**src/rtl/task_fsm_pkg.sv**
```systemverilog
// ============================================================================
// task_fsm_pkg : lane state encoding and run-count helpers for task_fsm_bank
// Revision 1.0 - initial release
// ============================================================================
`default_nettype none

package task_fsm_pkg;

    localparam logic [1:0] LANE_IDLE  = 2'b00;
    localparam logic [1:0] LANE_START = 2'b01;
    localparam logic [1:0] LANE_DONE  = 2'b10;
    localparam logic [1:0] LANE_WAIT  = 2'b11;

    typedef enum logic [1:0] {
        S_IDLE  = LANE_IDLE,
        S_START = LANE_START,
        S_DONE  = LANE_DONE,
        S_WAIT  = LANE_WAIT
    } lane_state_t;

    // A zero run count from the global FSM still means one launch.
    function automatic logic [31:0] normalize_runs(input logic [31:0] runs);
        return (runs == 32'd0) ? 32'd1 : runs;
    endfunction

endpackage

`default_nettype wire

```
**src/rtl/task_fsm_lane.sv**
```systemverilog
// ============================================================================
// task_fsm_lane : one task lane - state register, run counter, start/done decode
// Revision 1.0 - initial release
// ============================================================================
`default_nettype none

module task_fsm_lane
    import task_fsm_pkg::*;
#(
    parameter int ITER_W = 8
) (
    input  logic              clk,
    input  logic              rst_n,
    input  logic              launch,
    input  logic [ITER_W-1:0] runs,
    input  logic              ap_ready,
    input  logic              ap_done,
    input  logic              global_done,
    output logic              ap_start,
    output logic              is_done,
    output logic              idle,
    output logic [ITER_W-1:0] run_idx
);

    lane_state_t       r_state;
    logic [ITER_W-1:0] r_run_idx;
    logic              w_last_run;

    assign w_last_run = (r_run_idx == (runs - ITER_W'(1)));

    always_ff @(posedge clk or negedge rst_n) begin
        if (!rst_n) begin
            r_state   <= S_IDLE;
            r_run_idx <= '0;
        end else begin
            case (r_state)
                S_IDLE: begin
                    if (launch) begin
                        r_state   <= S_START;
                        r_run_idx <= '0;
                    end
                end
                S_START: begin
                    if (ap_ready) begin
                        if (ap_done) begin
                            if (w_last_run) begin
                                r_state <= S_DONE;
                            end else begin
                                r_run_idx <= r_run_idx + ITER_W'(1);
                            end
                        end else begin
                            r_state <= S_WAIT;
                        end
                    end
                end
                S_WAIT: begin
                    // Next run re-enters START directly so there is no idle bubble.
                    if (ap_done) begin
                        if (w_last_run) begin
                            r_state <= S_DONE;
                        end else begin
                            r_state   <= S_START;
                            r_run_idx <= r_run_idx + ITER_W'(1);
                        end
                    end
                end
                S_DONE: begin
                    if (global_done) begin
                        r_state   <= S_IDLE;
                        r_run_idx <= '0;
                    end
                end
                default: r_state <= S_IDLE;
            endcase
        end
    end

    assign ap_start = (r_state == S_START);
    assign is_done  = (r_state == S_DONE);
    assign idle     = (r_state == S_IDLE);
    assign run_idx  = r_run_idx;

endmodule

`default_nettype wire

```
**src/rtl/task_fsm_bank.sv**
```systemverilog
// ============================================================================
// task_fsm_bank : sequences NUM_TASKS task lanes from one global start/done pair
// Revision 1.0 - initial release
// ============================================================================
`default_nettype none

module task_fsm_bank
    import task_fsm_pkg::*;
#(
    parameter int                   NUM_TASKS   = 4,
    parameter int                   SCALAR_W    = 32,
    parameter int                   NUM_SCALARS = 1,
    parameter int                   ITER_W      = 8,
    parameter logic [NUM_TASKS-1:0] DETACH_MASK = {NUM_TASKS{1'b0}}
) (
    input  logic                            ap_clk,
    input  logic                            ap_rst_n,
    input  logic [NUM_SCALARS*SCALAR_W-1:0] global_fsm_scalars,
    input  logic [ITER_W-1:0]               global_fsm_runs,
    input  logic                            global_fsm_ap_start,
    input  logic                            global_fsm_ap_done,
    output logic [NUM_SCALARS*SCALAR_W-1:0] task_scalars,
    output logic [NUM_TASKS*ITER_W-1:0]     task_run_idx,
    output logic [NUM_TASKS-1:0]            task_ap_start,
    input  logic [NUM_TASKS-1:0]            task_ap_ready,
    input  logic [NUM_TASKS-1:0]            task_ap_done,
    input  logic [NUM_TASKS-1:0]            task_ap_idle,
    output logic [NUM_TASKS-1:0]            to_global_fsm_is_done,
    output logic                            to_global_fsm_all_done,
    output logic                            bank_busy
);

    logic [NUM_SCALARS*SCALAR_W-1:0] r_scalars;
    logic [ITER_W-1:0]               r_runs;
    logic [ITER_W-1:0]               w_runs_norm;
    logic [NUM_TASKS-1:0]            w_lane_idle;
    logic                            w_launch;
    logic                            w_unused_idle;

    assign w_unused_idle = ^task_ap_idle;
    assign w_runs_norm   = ITER_W'(normalize_runs(32'(global_fsm_runs)));
    assign w_launch      = global_fsm_ap_start & ~bank_busy;

    always_ff @(posedge ap_clk or negedge ap_rst_n) begin
        if (!ap_rst_n) begin
            r_scalars <= '0;
            r_runs    <= ITER_W'(1);
        end else if (w_launch) begin
            r_scalars <= global_fsm_scalars;
            r_runs    <= w_runs_norm;
        end
    end

    generate
        for (genvar i = 0; i < NUM_TASKS; i++) begin : g_lane
            task_fsm_lane #(
                .ITER_W (ITER_W)
            ) u_lane (
                .clk         (ap_clk),
                .rst_n       (ap_rst_n),
                .launch      (w_launch),
                .runs        (r_runs),
                .ap_ready    (task_ap_ready[i]),
                .ap_done     (task_ap_done[i]),
                .global_done (global_fsm_ap_done),
                .ap_start    (task_ap_start[i]),
                .is_done     (to_global_fsm_is_done[i]),
                .idle        (w_lane_idle[i]),
                .run_idx     (task_run_idx[i*ITER_W +: ITER_W])
            );
        end
    endgenerate

    assign task_scalars = r_scalars;
    assign bank_busy    = ~(&w_lane_idle);
    // Gated by bank_busy so an all-detached bank never reports done from IDLE.
    assign to_global_fsm_all_done = (&(to_global_fsm_is_done | DETACH_MASK)) & bank_busy;

endmodule

`default_nettype wire

```
**config.mk**
```make
export PLATFORM = sky130hd
export DESIGN_NAME = task_fsm_bank
export DESIGN_NICKNAME = d
export VERILOG_FILES = /design/src/rtl/task_fsm_pkg.sv /design/src/rtl/task_fsm_lane.sv /design/src/rtl/task_fsm_bank.sv
export SDC_FILE = /design/constraint.sdc
export NUM_CORES = 1
export LEC_CHECK = 0
export BUFFER_PORTS_ARGS = -buffer_cell sky130_fd_sc_hd__buf_2
export CORE_MARGIN = 2
export CORE_UTILIZATION = 28
export CTS_BUF_LIST = sky130_fd_sc_hd__clkbuf_16
export DETAILED_ROUTE_END_ITERATION = 12
export PLACE_DENSITY = 0.51
export REMOVE_ABC_BUFFERS = 1
export SLEW_MARGIN = 20
export SYNTH_ARGS = -nofsm -noshare
export SYNTH_HDL_FRONTEND = slang
export SYNTH_SLANG_ARGS = --single-unit
```
**constraint.sdc**
```tcl
create_clock -name ap_clk -period 3.6 [get_ports ap_clk]
set_clock_uncertainty 0.2 [all_clocks]
set_input_delay 0.54 -clock ap_clk [delete_from_list [all_inputs] [get_ports ap_clk]]
set_output_delay 0.54 -clock ap_clk [all_outputs]
set_load 0.05 [all_outputs]
```
### Yosys cells after proc, flatten, opt, wreduce, memory -nomap -nowiden

Cells that the tools add are included.
W data, S select, Z words.

| operators by class | value |
|---|---|
| multiplexer cells | 45 |
| reduce and logical (&&, ||, !) cells | 15 |
| equal/unequal tests | 36 |
| add/subtract/negate cells | 5 |
| div/mod/pow operators | 0 |
| order comparisons | 0 |
| bitwise operators | 3 |
| $mul | 0 |
| shift operators | 0 |

Operators with widths:

| operator | count |
|---|---|
| $pmux W8 S4 | 4 |
| $mux W8 | 15 |
| $mux W2 | 22 |
| $add A8 B1 Y8 const B | 4 |
| $eq A8 B8 Y1 | 4 |
| $pmux W2 S4 | 4 |
| $ne A2 B2 Y1 const B | 15 |
| $reduce_and A5 Y1 | 4 |
| $eq A2 B2 Y1 const B | 8 |
| $ne A3 B3 Y1 const B | 4 |
| $reduce_and A3 Y1 | 4 |
| $eq A2 B1 Y1 const B | 4 |
| $logic_not A2 Y1 | 4 |
| $logic_not A8 Y1 | 1 |
| $reduce_and A4 Y1 | 2 |
| $sub A8 B1 Y8 const B | 1 |
| $and A1 B1 Y1 | 2 |
| $ne A2 B1 Y1 const B | 1 |
| $not A1 Y1 | 1 |

| storage, ports and cells | value |
|---|---|
| register bits | 80 |
| bits of input ports | 56 |
| memories | 0 |
| latch bits | 0 |
| output and inout bits | 74 |
| memory bits (writable) | 0 |
| memory bits (read-only) | 0 |

### Logic depth before layout (Yosys ltp)

Gate-level depths: netlist of the first run.

| depth | value |
|---|---|
| word-level depth | 6 |
| gate-level depth with buffers | 11 |
| mapped depth without buffers | 9 |

### Hierarchy

From an unflattened synthesis of the first run, not the netlist that was laid out.

| second synthesis, totals | value |
|---|---|
| cell total of the unflattened synthesis | 536 |
| area total of the unflattened synthesis | 5231.3 um2 |

By module, submodules not included:

| module | area each (um2) | cells each | seq. area each (um2) | instances |
|---|---|---|---|---|
| task_fsm_lane (g_lane[0].u_lane ...) | 879.6 | 109 | 250.2 | 3 |
| task_fsm_bank | 1689.1 | 93 | 1002.2 | 1 |
| task_fsm_lane (g_lane[3].u_lane) | 903.4 | 116 | 250.2 | 1 |

### Least setup slack after synthesis of the first run

OpenSTA, ideal clock, no wires.

| timing | value |
|---|---|
| path kind | register to register |
| start point | register r_runs[0] |
| end point | register g_lane[3].u_lane.r_run_idx[2] |
| cell stages (with the launch flop) | 11 |
| arrival | 2.559 ns |
| buffers on the path | 1 |
| clock period less this slack | 2.884 ns |
| setup slack | 0.716 ns |
| cell sequence | dfstp_2 > buf_6 > inv_1 > ha_1 > xnor2_1 > xnor2_1 > nor4_2 > a41oi_4 > nor2b_1 > nand2_1 > mux2_2 |

| between the ends | value |
|---|---|
| word-level cells in the longest chain between the ends | 6 |

RTL lines:

| element | RTL line | text |
|---|---|---|
| from (decl) | task_fsm_bank.sv:34 | `logic [ITER_W-1:0] r_runs;` |
| from (signal assigned) | task_fsm_bank.sv:50 | `r_runs <= w_runs_norm;` |
| $sub A8 B1 Y8 * | task_fsm_lane.sv:29 | `assign w_last_run = (r_run_idx == (runs - ITER_W'(1)));` |
| $eq A8 B8 Y1 * | task_fsm_lane.sv:29 |  |
| $mux W8 * (2 in series) | -- |  |
| $mux W8 | -- |  |
| $pmux W8 S4 * | -- |  |
| to (signal assigned) | task_fsm_lane.sv:49 | `r_run_idx <= r_run_idx + ITER_W'(1);` |
| to (signal assigned) | task_fsm_lane.sv:63 | `r_run_idx <= r_run_idx + ITER_W'(1);` |
| to (decl) | task_fsm_lane.sv:26 | `logic [ITER_W-1:0] r_run_idx;` |

Every way passes the cells marked *; elsewhere a longest branch is shown, timed or not. The select of a mux whose other input is x is not followed.
A chain may end at the register's enable or synchronous reset.

### Worst setup path after layout of the first run

| timing | value |
|---|---|
| start point | register r_runs[0] |
| end point | register g_lane[2].u_lane.r_run_idx[5] |

| between the ends | value |
|---|---|
| word-level cells in the longest chain between the ends | 6 |

RTL lines:

| element | RTL line |
|---|---|
| $sub A8 B1 Y8 * | task_fsm_lane.sv:29 |
| $eq A8 B8 Y1 * | task_fsm_lane.sv:29 |
| $mux W8 * (2 in series) | -- |
| $mux W8 | -- |
| $pmux W8 S4 * | -- |
| to (signal assigned) | task_fsm_lane.sv:49 |
| to (signal assigned) | task_fsm_lane.sv:63 |
| to (decl) | task_fsm_lane.sv:26 |

Marked as above.

==> results of run 1 <==
-- placed cells by master, fill, tap and decap left out, types with 10 or more instances in the layout --
| cell | count |
|---|---|
| a21oi_1 | 18 |
| buf_2 | 124 |
| buf_4 | 12 |
| dfrtp_1 | 79 |
| inv_1 | 17 |
| nand2_1 | 164 |
| nand3_1 | 15 |
| nand4_1 | 14 |
| nor2_1 | 21 |
| nor2b_1 | 11 |
| nor3_1 | 10 |
| o21ai_0 | 16 |
| xnor2_1 | 28 |
| xor2_1 | 17 |
-- final cells by class --
type / instances / area share
multi-input combinational: 410 / 0.4171
sequential: 80 / 0.3471
timing repair buffer: 137 / 0.1251
tap: 220 / 0.04769
clock buffer: 9 / 0.03902
clock inverter: 7 / 0.01257
inverter: 17 / 0.01106
antenna: 1 / 0.0004336
-- stage by stage --
stage | hold WS [ps] | util | power, mW | cells
6_report | 19.29 | 0.3518 | 5.674 | 881
5_1_grt | 109.0 | 0.3516 | 6.104 | 880
4_1_cts | 163.9 | 0.3514 | 5.745 | 880
3_5_place_dp | 258.1 | 0.3333 | 4.784 | 864
3_3_place_gp | 253.7 | 0.3333 | 4.743 | 864
2_1_floorplan | 44.41 | - | 3.921 | 507
-- registers in the layout, summed over array words and instances, names as in the netlist --
| signal | flops |
|---|---|
| task_scalars | 32 |
| g_lane.u_lane.r_state | 8 |
| g_lane.u_lane.run_idx | 32 |
| r_runs | 8 |
-- power groups by stage --
stage | logic [mW] | registers (mW) | clock network, mW
5_1_grt | 3.37 | 1.73 | 1.00
3_3_place_gp | 3.07 | 1.67 | 0
4_1_cts | 3.11 | 1.68 | 0.958
2_1_floorplan | 1.40 | 2.52 | 0
6_report | 3.08 | 1.67 | 0.923
3_5_place_dp | 3.11 | 1.68 | 0
-- final timing paths --
path / from / end / slack, ps
setup / recovery: r_runs[0] / g_lane[2].u_lane.run_idx[5] / 370
min in group ap_clk: global_fsm_scalars[12] / task_scalars[12] / 180
hold / removal: ap_rst_n / task_scalars[15] / 20
hold reg to reg: task_scalars[2] / task_scalars[2] / 270
setup reg to reg: r_runs[0] / g_lane[2].u_lane.run_idx[5] / 370
max in group asynchronous: ap_rst_n / g_lane[0].u_lane.run_idx[5] / 2620
-- layer usage --
metal | share of wire | vias up | global-route usage | wire (um)
met5 | 0 | - | 0 | 0
met4 | 0.027 | 0 | 0.07467 | 366
met3 | 0.079 | 24 | 0.05785 | 1065
met2 | 0.44 | 135 | 0.2418 | 5920
met1 | 0.45 | 1993 | 0.2086 | 6135
li1 | - | 2058 | - | -
-- critical path: cells and delay by family (launching register included) --
| family | cells | cell delay [ps] |
|---|---|---|
| compound gates | 1 | 170 |
| fa+ha+maj | 1 | 240 |
| flops | 1 | 660 |
| mux | 1 | 370 |
| buf+inv | 2 | 270 |
| xor+xnor | 2 | 560 |
| simple gates | 3 | 640 |
-- kinds of logic after synthesis --
family | after synthesis | share of synthesized area
fa+ha+maj | 5 | 0.01347
mux | 7 | 0.01616
buf+inv | 52 | 0.05145
xor+xnor | 48 | 0.09941
compound gates | 67 | 0.09941
simple gates | 283 | 0.2888
flops | 80 | 0.4313
==> metrics.txt, run 1 <==
initial antenna violation count 1; Combinational Power Share 0.542; DIE WIDTH 132.8 um; RSZ-0062 raised after global routing no; fmax about 310 MHz; crit end category flip-flop; worst-margin pin slew 771.7 ps; Initial Utilization 0.2831; CP cell instances inv_1 > ha_1 > nor3b_1 > buf_4 > xnor2_1 > xnor2_1 > nor4b_4 > nor4b_1 > mux2_2 > a22o_1; multi-input logic area between 0.002 and 0.0025 mm2; max_cap viols 0; synth unique cells 54; cell area after layout between 0.005 and 0.006 mm2; CP peak stage delay 660 ps; Sw Ratio 0.5170; sequential share of power 0.295; Final HPWL DP 9939 um; Period minus WS final around 3200 ps; DP Worst Slack between 300 and 400 ps; layout cell share with drive strength beyond 1 0.2515; critical path type reg -> reg; clock share of power 0.163; postcts setup bufs 0; critical path's slowest cell dfstp_2; final setup margin 366.8 ps; GRT Overall Usage 0.1616; Hold Crit Class in -> async; DRT iter0 DRCs between 200 and 300; synthesis-stage register bit count 80; pins over their slew limit 0; Max-slew headroom 0.4856; Placement Rows 47; peak supply drop a little under 0.0005 V; Filler Cell Count between 1500 and 2000; number of synthesized flops with an enable pin 0; Detailed Routing Iterations Pass 1 6; core area 0.01641 mm2; top cell type's share of synthesized area 0.4256; Synth Flop Type dfrtp_1; register area share after synthesis 0.4313; Area after DPL between 0.005 and 0.006 mm2; synthesized area 0.004644 mm2; clock slew at reported path FFs roughly 60 ps; vias in the first global route roughly 4300; global-route wire length before repair roughly 23000 um; count of final setup violators 0; total clock sinks 80; Syn-to-layout area delta 24.27%; clock insertion delay at the later pin of the skew report roughly 350 ps; post_cts resized 0; count leader, synth nand2_1; Post-DRT Antenna Nets 0; largest net degree at the start of global routing 81; dominant cell type by area after synthesis dfrtp_1; status finished clean; Post-synth ARST share 1.000; Fin Setup TNS 0 ps; GRT overflow 0; TritonCTS buffer count 9; top post-synthesis cells by area dfrtp_1, nand2_1, xnor2_1; Seq. cell area about 0.002 mm2; r2r worst-path depth 10; Root Buffer clkbuf_16; Final Wtd Congestion between 0.8 and 0.9; crit-path max FO 7; Int Pwr between 2 and 3 mW; Required @ worst endpoint around 3600 ps; input/output buffers around 130; Hold-fix buffers, CTS 0; Worst Path Arrival about 3300 ps; Critical Path Start Type flip-flop; Power Density around 980 mW/mm2; H-tree depth 3; Total Wirelength about 13000 um; Synth top cells by count nand2_1, dfrtp_1, xnor2_1; final clock period utilization by the worst path 0.8981; Syn. warnings 0; Switching Power about 2.9 mW; Leakage 2.911 nW; DR vias/cell about 4.8; Gate Count Post-Synth between 500 and 600; height of the die between 100 and 150 um; die area around 0.018 mm2; CTS tree done; final net count around 720; maximum clock path buffer count 2; wire per inst ~15 um; most used cell, CP xnor2_1; final hold violations 0; Avg Synthesized Cell Area 8.569 um2; # DRC 0; # IOs 130; via count of the routed design 4210
No activity file was read; power rests on OpenSTA's default activity.
==> run 2: changes to the inputs <==
REMOVE_ABC_BUFFERS = unset   (was 1)
==> metrics.txt, run 2 (same netlist as run 1, synthesis figures left out) <==
DIE WIDTH 132.8 um (unchanged); # DRC 0 (unchanged); Layout Cells excl Fill 876 (-0.57%); RSZ-0062 raised after global routing no; status finished clean; vias in the first global route 3988 (-7.0%); syn_nets between 600 and 700; crit path buf inv count 2 (unchanged); post-layout util 0.3483 (-0.003508); Power Density 970.5 mW/mm2 (-1.3%); Initial Utilization 0.2831 (unchanged); Final HPWL DP 9074 um (-8.7%); GRT overflow 0 (unchanged); clock insertion delay at the later pin of the skew report 340 ps (about the same); Hold Crit Class in -> async; most used cell, CP xnor2_1; Period minus WS final 3144 ps (-88.90 ps); post_cts resized 0 (unchanged); Critical Path Start Type flip-flop; crit end category flip-flop; DR vias/cell 4.718 (-1.3%); Worst Path Arrival 3170 ps (-90 ps); placed insts 860 (-0.46%); CP cell instances inv_1 > ha_1 > nor3b_1 > buf_4 > xnor2_1 > xnor2_1 > nor4b_4 > nor4_1 > mux2_2 > a22o_1; Hold-fix buffers, CTS 0 (unchanged); DRT iter0 DRCs 200 (-28%); global-route wire length before repair 20630 um (-8.4%); clock slew at reported path FFs 60 ps (about the same); H-tree depth 3 (unchanged); Detailed Routing Iterations Pass 1 6 (unchanged); final net count 712 (-0.56%); worst-margin pin slew 744.2 ps (-27.42 ps); layout cell share with drive strength beyond 1 0.2485 (-0.003040); largest net degree at the start of global routing 81 (unchanged); Final Wtd Congestion 0.8699 (+6.5%); Root Buffer clkbuf_16; Fin Hold WS 42.68 ps (+23.39 ps); most frequent cells in the layout nand2_1, buf_2, dfrtp_1; critical path type reg -> reg; cell area after layout 0.005714 mm2 (-1.0%); crit-path max FO 7 (unchanged); Placement Rows 47 (unchanged); GRT Overall Usage 0.1469 (-0.01474); Fin Setup TNS 0 ps (unchanged); wire per inst 14.49 um (-5.3%); via count of the routed design 4133 (-1.8%); Leakage 2.881 nW (-1.0%); Total Wirelength 12700 um (-5.9%); fmax 318.0 MHz (+2.8%); CP peak stage delay 650 ps (about the same); most common cell after layout, fill and taps aside nand2_1; critical path's slowest cell dfstp_2; TritonCTS buffer count 9 (unchanged); Area after DPL 0.005438 mm2 (-0.55%); pins over their slew limit 0 (unchanged); height of the die 132.8 um (unchanged); Max-slew headroom 0.5038 (+0.01828); core area 0.01641 mm2 (unchanged); final hold violations 0 (unchanged); postcts setup bufs 0 (unchanged); Required @ worst endpoint 3630 ps (about the same); Syn-to-layout area delta 23.03%; Ant. Diodes 0 (-1); # IOs 130 (unchanged); die area 0.01763 mm2 (unchanged); max_cap viols 0 (unchanged); Filler Cell Count 1717 (-0.92%); Post-DRT Antenna Nets 0 (unchanged); CTS tree done; initial antenna violation count 0 (-1); delay-heaviest family, CP flip-flops; final clock period utilization by the worst path 0.8734 (-0.02470); total clock sinks 80 (unchanged); peak supply drop 0.0004955 V (+1.9%); maximum clock path buffer count 2 (unchanged); count of final setup violators 0 (unchanged); input/output buffers 125 (unchanged)
-- run 2: where the power goes --
| part | switching (mW) | internal (mW) | total, mW |
|---|---|---|---|
| clock network | 0.385 | 0.467 | 0.852 |
| registers | 0.443 | 1.25 | 1.69 |
| logic | 2.08 | 0.928 | 3.00 |
| total | 2.90 | 2.64 | 5.55 |
-- run 2: cell type report --
| cell class | instances | area [um2] | area share |
|---|---|---|---|
| Tap cell | 220 | 275.3 | 0.04817 |
| Timing Repair Buffer | 133 | 691.9 | 0.1211 |
| Clock inverter | 7 | 47.55 | 0.008321 |
| Clock buffer | 9 | 225.2 | 0.03941 |
| Inverter | 17 | 63.81 | 0.01117 |
| Multi-Input combinational cell | 410 | 2407 | 0.4213 |
| Sequential cell | 80 | 2003 | 0.3506 |
-- run 2: per-stage QoR --
| stage | power, mW | worst slack (ps) |
|---|---|---|
| floorplan | 4.044 | 716.4 |
| global placement | 4.681 | 508.1 |
| detailed placement | 4.724 | 444.5 |
| CTS | 5.612 | 437.5 |
| global route | 5.935 | 234.6 |
| finish | 5.546 | 455.7 |
-- run 2: routing by layer --
layer  vias to the layer above  track usage  wire length, um
met5                         -            0                0
met2                       124       0.2274             5791
met4                         0      0.06272              288
li1                       2046            -                -
met1                      1940       0.1869             5753
met3                        23      0.05019              862
-- run 2: path summary, 6_finish.rpt --
kind	startpoint	endpoint	slack, ps	depth (start not counted)
setup / recovery	r_runs[0]	g_lane[2].u_lane.run_idx[7]	460	10
hold / removal	ap_rst_n	task_scalars[29]	40	1
setup reg to reg	r_runs[0]	g_lane[2].u_lane.run_idx[7]	460	10
hold reg to reg	task_scalars[1]	task_scalars[1]	270	2
max in group asynchronous	ap_rst_n	g_lane[0].u_lane.run_idx[5]	2650	1
min in group ap_clk	global_fsm_scalars[16]	task_scalars[16]	180	3
